[src/rtl/fdtd_pkg.sv]
// Shared types and default widths for the 1D FDTD H-field update.
// Includes the saturation limits used by the update datapath.
package fdtd_pkg;

  localparam int FDTD_DATA_WIDTH   = 32;
  localparam int BUFFER_ADDR_WIDTH = 6;
  localparam int COEF_WIDTH        = 18;
  localparam int FRAC_BITS         = 16;

  typedef enum logic [2:0] {
    IDLE,
    RD_E0,
    RD_E1,
    CALC,
    WR,
    DONE
  } fdtd_upd_state_e;

  function automatic longint sat_hi(input int w);
    return (longint'(1) <<< (w - 1)) - longint'(1);
  endfunction

  function automatic longint sat_lo(input int w);
    return -(longint'(1) <<< (w - 1));
  endfunction

endpackage

[src/rtl/fdtd_sat_mac.sv]
// Saturating multiply-accumulate: res = sat(h0 + ((e1-e0)*coef >>> FB)).
// Pure combinational; the caller registers the result.
module fdtd_sat_mac #(
  parameter int W  = 32,
  parameter int CW = 18,
  parameter int FB = 16
) (
  input  logic signed [W-1:0]  e0_i,
  input  logic signed [W-1:0]  e1_i,
  input  logic signed [W-1:0]  h0_i,
  input  logic signed [CW-1:0] coef_i,
  output logic signed [W-1:0]  res_o,
  output logic                 sat_o
);
  import fdtd_pkg::*;

  localparam int PW = W + 1 + CW;
  localparam int SW = PW + 1;

  localparam logic signed [SW-1:0] HI = SW'(sat_hi(W));
  localparam logic signed [SW-1:0] LO = SW'(sat_lo(W));

  logic signed [W:0]    diff;
  logic signed [PW-1:0] prod;
  logic signed [PW-1:0] scaled;
  logic signed [SW-1:0] sum;

  assign diff   = (W+1)'(e1_i) - (W+1)'(e0_i);
  assign prod   = PW'(diff) * PW'(coef_i);
  assign scaled = prod >>> FB;
  assign sum    = SW'(scaled) + SW'(h0_i);

  always_comb begin
    res_o = sum[W-1:0];
    sat_o = 1'b0;
    if (sum > HI) begin
      res_o = HI[W-1:0];
      sat_o = 1'b1;
    end else if (sum < LO) begin
      res_o = LO[W-1:0];
      sat_o = 1'b1;
    end
  end

endmodule

[src/rtl/fdtd_h_update.sv]
// 1D FDTD H-field sweep: reads E/H buffer RAMs, applies the
// saturating update and writes H[0..L-2] back, 4 cycles per cell.
module fdtd_h_update #(
  parameter int FDTD_DATA_WIDTH   = fdtd_pkg::FDTD_DATA_WIDTH,
  parameter int BUFFER_ADDR_WIDTH = fdtd_pkg::BUFFER_ADDR_WIDTH,
  parameter int BUFFER_RAM_DEPTH  = 64,
  parameter int COEF_WIDTH        = fdtd_pkg::COEF_WIDTH,
  parameter int FRAC_BITS         = fdtd_pkg::FRAC_BITS
) (
  input  logic                                CLK,
  input  logic                                RST_N,
  input  logic                                start,
  input  logic [BUFFER_ADDR_WIDTH:0]          cell_num,
  input  logic signed [COEF_WIDTH-1:0]        coef,
  output logic                                busy,
  output logic                                done,
  output logic                                sat_flag,
  output logic                                e_en,
  output logic                                e_rden,
  output logic [BUFFER_ADDR_WIDTH-1:0]        e_addr,
  input  logic signed [FDTD_DATA_WIDTH-1:0]   e_dout,
  output logic                                h_en,
  output logic                                h_rden,
  output logic                                h_wren,
  output logic [BUFFER_ADDR_WIDTH-1:0]        h_addr_a,
  output logic [BUFFER_ADDR_WIDTH-1:0]        h_addr_b,
  output logic signed [FDTD_DATA_WIDTH-1:0]   h_din,
  input  logic signed [FDTD_DATA_WIDTH-1:0]   h_dout
);
  import fdtd_pkg::*;

  localparam int W  = FDTD_DATA_WIDTH;
  localparam int AW = BUFFER_ADDR_WIDTH;
  localparam logic [AW:0] DEPTH_C = (AW+1)'(BUFFER_RAM_DEPTH);

  fdtd_upd_state_e state_q, state_d;

  logic [AW-1:0]               i_q, i_d;
  logic [AW:0]                 l_q, l_d;
  logic signed [COEF_WIDTH-1:0] coef_q, coef_d;
  logic signed [W-1:0]         e0_q, e0_d;
  logic signed [W-1:0]         e1_q, e1_d;
  logic signed [W-1:0]         h0_q, h0_d;
  logic signed [W-1:0]         res_q, res_d;
  logic                        sat_q, sat_d;

  logic [AW:0]                 l_in;
  logic signed [W-1:0]         mac_res;
  logic                        mac_sat;

  assign l_in     = (cell_num > DEPTH_C) ? DEPTH_C : cell_num;
  assign sat_flag = sat_q;

  fdtd_sat_mac #(
    .W  (W),
    .CW (COEF_WIDTH),
    .FB (FRAC_BITS)
  ) u_mac (
    .e0_i   (e0_q),
    .e1_i   (e1_q),
    .h0_i   (h0_q),
    .coef_i (coef_q),
    .res_o  (mac_res),
    .sat_o  (mac_sat)
  );

  always_comb begin
    state_d  = state_q;
    i_d      = i_q;
    l_d      = l_q;
    coef_d   = coef_q;
    e0_d     = e0_q;
    e1_d     = e1_q;
    h0_d     = h0_q;
    res_d    = res_q;
    sat_d    = sat_q;
    busy     = 1'b1;
    done     = 1'b0;
    e_en     = 1'b0;
    e_rden   = 1'b0;
    e_addr   = '0;
    h_en     = 1'b0;
    h_rden   = 1'b0;
    h_wren   = 1'b0;
    h_addr_a = '0;
    h_addr_b = '0;
    h_din    = '0;
    unique case (state_q)
      IDLE: begin
        busy = 1'b0;
        if (start) begin
          coef_d  = coef;
          l_d     = l_in;
          sat_d   = 1'b0;
          i_d     = '0;
          state_d = (l_in >= (AW+1)'(2)) ? RD_E0 : DONE;
        end
      end
      RD_E0: begin
        e_en    = 1'b1;
        e_rden  = 1'b1;
        e_addr  = i_q;
        e0_d    = e_dout;
        state_d = RD_E1;
      end
      RD_E1: begin
        e_en     = 1'b1;
        e_rden   = 1'b1;
        e_addr   = i_q + AW'(1);
        e1_d     = e_dout;
        h_en     = 1'b1;
        h_rden   = 1'b1;
        h_addr_b = i_q;
        h0_d     = h_dout;
        state_d  = CALC;
      end
      CALC: begin
        res_d   = mac_res;
        sat_d   = sat_q | mac_sat;
        state_d = WR;
      end
      WR: begin
        h_en     = 1'b1;
        h_wren   = 1'b1;
        h_addr_a = i_q;
        h_din    = res_q;
        if ({1'b0, i_q} == l_q - (AW+1)'(2)) begin
          state_d = DONE;
        end else begin
          i_d     = i_q + AW'(1);
          state_d = RD_E0;
        end
      end
      DONE: begin
        done    = 1'b1;
        state_d = IDLE;
      end
      default: state_d = IDLE;
    endcase
  end

  always_ff @(posedge CLK or negedge RST_N) begin
    if (!RST_N) begin
      state_q <= IDLE;
      i_q     <= '0;
      l_q     <= '0;
      coef_q  <= '0;
      e0_q    <= '0;
      e1_q    <= '0;
      h0_q    <= '0;
      res_q   <= '0;
      sat_q   <= 1'b0;
    end else begin
      state_q <= state_d;
      i_q     <= i_d;
      l_q     <= l_d;
      coef_q  <= coef_d;
      e0_q    <= e0_d;
      e1_q    <= e1_d;
      h0_q    <= h0_d;
      res_q   <= res_d;
      sat_q   <= sat_d;
    end
  end

endmodule

[config.mk]
export PLATFORM = sky130hd
export DESIGN_NAME = fdtd_h_update
export DESIGN_NICKNAME = d
export VERILOG_FILES = /design/src/rtl/fdtd_pkg.sv /design/src/rtl/fdtd_sat_mac.sv /design/src/rtl/fdtd_h_update.sv
export SDC_FILE = /design/constraint.sdc
export NUM_CORES = 2
export LEC_CHECK = 0
export ABC_AREA = 1
export BUFFER_PORTS_ARGS = -buffer_cell sky130_fd_sc_hd__clkbuf_2
export CORE_ASPECT_RATIO = 0.75
export CORE_UTILIZATION = 40
export DETAILED_ROUTE_END_ITERATION = 6
export GPL_TIMING_DRIVEN = 1
export PLACE_DENSITY = 0.65
export SLEW_MARGIN = 5
export SYNTH_ARGS = -nofsm -noshare
export SYNTH_HDL_FRONTEND = slang
export SYNTH_HIERARCHICAL = 1
export SYNTH_SLANG_ARGS = --single-unit
[constraint.sdc]
create_clock -name CLK -period 19.8 [get_ports CLK]
set_input_delay 0.99 -clock CLK [delete_from_list [all_inputs] [get_ports CLK]]
set_output_delay 0.99 -clock CLK [all_outputs]
set_load 0.02 [all_outputs]
==> flow_summary.toml <==
[synthesis]
ys_seq_area_frac = 0.126
synth.largest_area_cell = "fa_1"
synth_top_area_share = 0.354
netlist_top_cells_area = "fa_1 (35%), dfrtp_1 (13%), nand2_1 (12%)"
synth-edff-count = 0
ys.flop_type = "dfrtp_1"
netlist_instances = 4264
ys_types = 59
synth_nets = 5115
ys_ff_latch = 163
async_flop_share = 1.00
ys_warn_count = 6
avgSynthCellArea_um2 = 7.57
synth_area_um2 = 32300

[critical_path]
worstSetupEndpointType = "flip-flop"
critPathKind = "flip-flop to flip-flop"
r2r_cells = 47
rrSetupSlack_ns = 7.74
cp-start-kind = "flip-flop"
critPathSlowestCell = "nand2_1"
r2r-end = "sat_flag"
crit_family = "simple AND/OR/NAND/NOR gates"
slowest_delay_ns = 0.79
crit_buf_inv = 7
cp_common_cell = "nand2_1"
cp_max_fo = 32
crit_arrival_ns = 12.45
crit_required_ns = 20.19
r2r-start = "e0_q[0]"

[floorplanning]
rows = 89
die_area_um2 = 81800
start_util = 0.407
coreArea_um2 = 79300
die_x_um = 330
die_h_um = 248
boundaryPins = 150

[detailed_routing]
wl_mm = 95.2
drt-pass1-iter-count = 5
vias_per_cell = 5.04
antenna_left = 0
wire_per_inst_um = 17.6
drc = 0
vias = 27200
first_iter_violations = 2516

[min_path]
min_path_type = "input port to async pin"

[global_route]
grt_use_met2 = 0.367
grt_use_total = 0.245
first_global_vias = 27500
grt_antenna_before_repair = 1
gr-usage-met3 = 0.0524
grt_max_degree = 67
met1_usage = 0.363
grt_overflow = 0
busiest_layer = "met2"
grt_pass1_wl_mm = 154

[timing]
fin_worst_skew_ns = 0.0186
whs_ns = 0.423
rsz0062_at_grt = "false"
period_needed_ns = 12.06
finalSetupViolations = 0
finalSetupTns_ns = 0
relSlewSlack = 0.274
period_share = 0.609
slew_viol_final = 0
worst_pin_slew_ns = 1.09
clock.fmax_mhz = 82.9
finalHoldViolCount = 0

[cells_and_area]
final_common_cell = "nand2_1"
drive_gt1_frac = 0.0701
layout_common_cells = "nand2_1 (1,007), inv_1 (966), fa_1 (570)"
area_growth_pct = 7.18
finalNetCount = 5190
fin_util = 0.436

[cts]
cts.sinks = 163
holdBufCountCts = 0
cts.htree.levels = 4
worstSkewPairLatency_ns = 0.50
cts_setup_buffers = 0
cts_made_buffers = 17
cts_tree = "yes"
clkTransAtPathRegs_ns = 0.09
cts_resized = 0
cts.root.buffer_cell = "clkbuf_16"
clk_path_buf_depth = 2

[flow_run]
drv_cap = 0

[placement]
dpl.hpwl_mm = 79.4
gp_congestion = 0.972
place.port_buffers = 149

[run_status]
status = "finished, final reports clean"
==> cells in the mapped netlist, types with 16 or more instances <==
| library cell | count |
|---|---|
| inv_1 | 966 |
| xor2_1 | 39 |
| ha_1 | 189 |
| o21ai_1 | 39 |
| o21bai_1 | 23 |
| nand2_1 | 1007 |
| xnor2_1 | 38 |
| nand4_1 | 21 |
| fa_1 | 570 |
| o21ai_0 | 122 |
| nor3_1 | 22 |
| nand3_1 | 117 |
| dfrtp_1 | 163 |
| clkbuf_1 | 77 |
| a21oi_1 | 124 |
| nor2_1 | 531 |
| buf_2 | 29 |
| nor2_2 | 16 |
==> worst register-to-register path, delay by kind of cell (launching register included) <==
kind,cells,cell delay [ns]
AO/OA/AOI/OAI,2,0.33
XOR/XNOR,1,0.17
buffers and inverters,7,0.62
flip-flops,1,0.39
AND/OR/NAND/NOR,27,5.66
adder cells (fa/ha/maj),10,4.76
==> state kept, by name, indices dropped and copies added (netlist names) <==
register / flops
sat_flag: 1
l_q: 7
res_q: 32
coef_q: 18
e1_q: 32
state_q: 3
i_q: 6
e0_q: 32
h0_q: 32
==> metal layers <==
layer / vias to the layer above / part of all wire
li1: 12700 / -
met1: 13300 / 0.46
met2: 1049 / 0.43
met3: 89 / 0.095
met4: 4 / 0.015
met5: - / 0.00028
==> cells by family after synthesis <==
group,count (synthesis),synth area share
fa+ha+maj,759,0.427
buf+inv,1114,0.135
compound gates,377,0.0668
simple gates,1767,0.220
flops,163,0.126
xor+xnor,84,0.0248
==> how the worst max path moves through the flow <==
| stage | start | endpoint | cells after the start |
|---|---|---|---|
| 2_1_floorplan | e0_q[0] | sat_flag | 52 |
| 3_3_place_gp | e0_q[0] | sat_flag | 50 |
| 3_5_place_dp | e0_q[0] | sat_flag | 47 |
| 4_1_cts | e0_q[0] | sat_flag | 47 |
| 5_1_grt | e0_q[0] | sat_flag | 47 |
| 6_report | e0_q[0] | sat_flag | 47 |
==> final cells by class <==
class                      count  area, µm²
clock buffer                  17        425
fill                        8215      44700
tap                         1046       1310
timing repair buffer         185       1020
antenna                        3       7.51
sequential                   163       4080
multi-input combinational   2987      23800
inverter                     985       3700
clock inverter                15        190
==> metrics by stage <==
step	setup WS, ns	cells	area, µm²
after detailed placement	8.13	5366	34000
after global placement	8.00	5366	34000
final	7.74	5401	34600
after global routing	6.94	5398	34600
after CTS	8.06	5398	34600
after floorplan	10.56	4264	32300
Power is not shown: default switching activity piles up to over one toggle a cycle in this logic, so the estimate is an artifact.
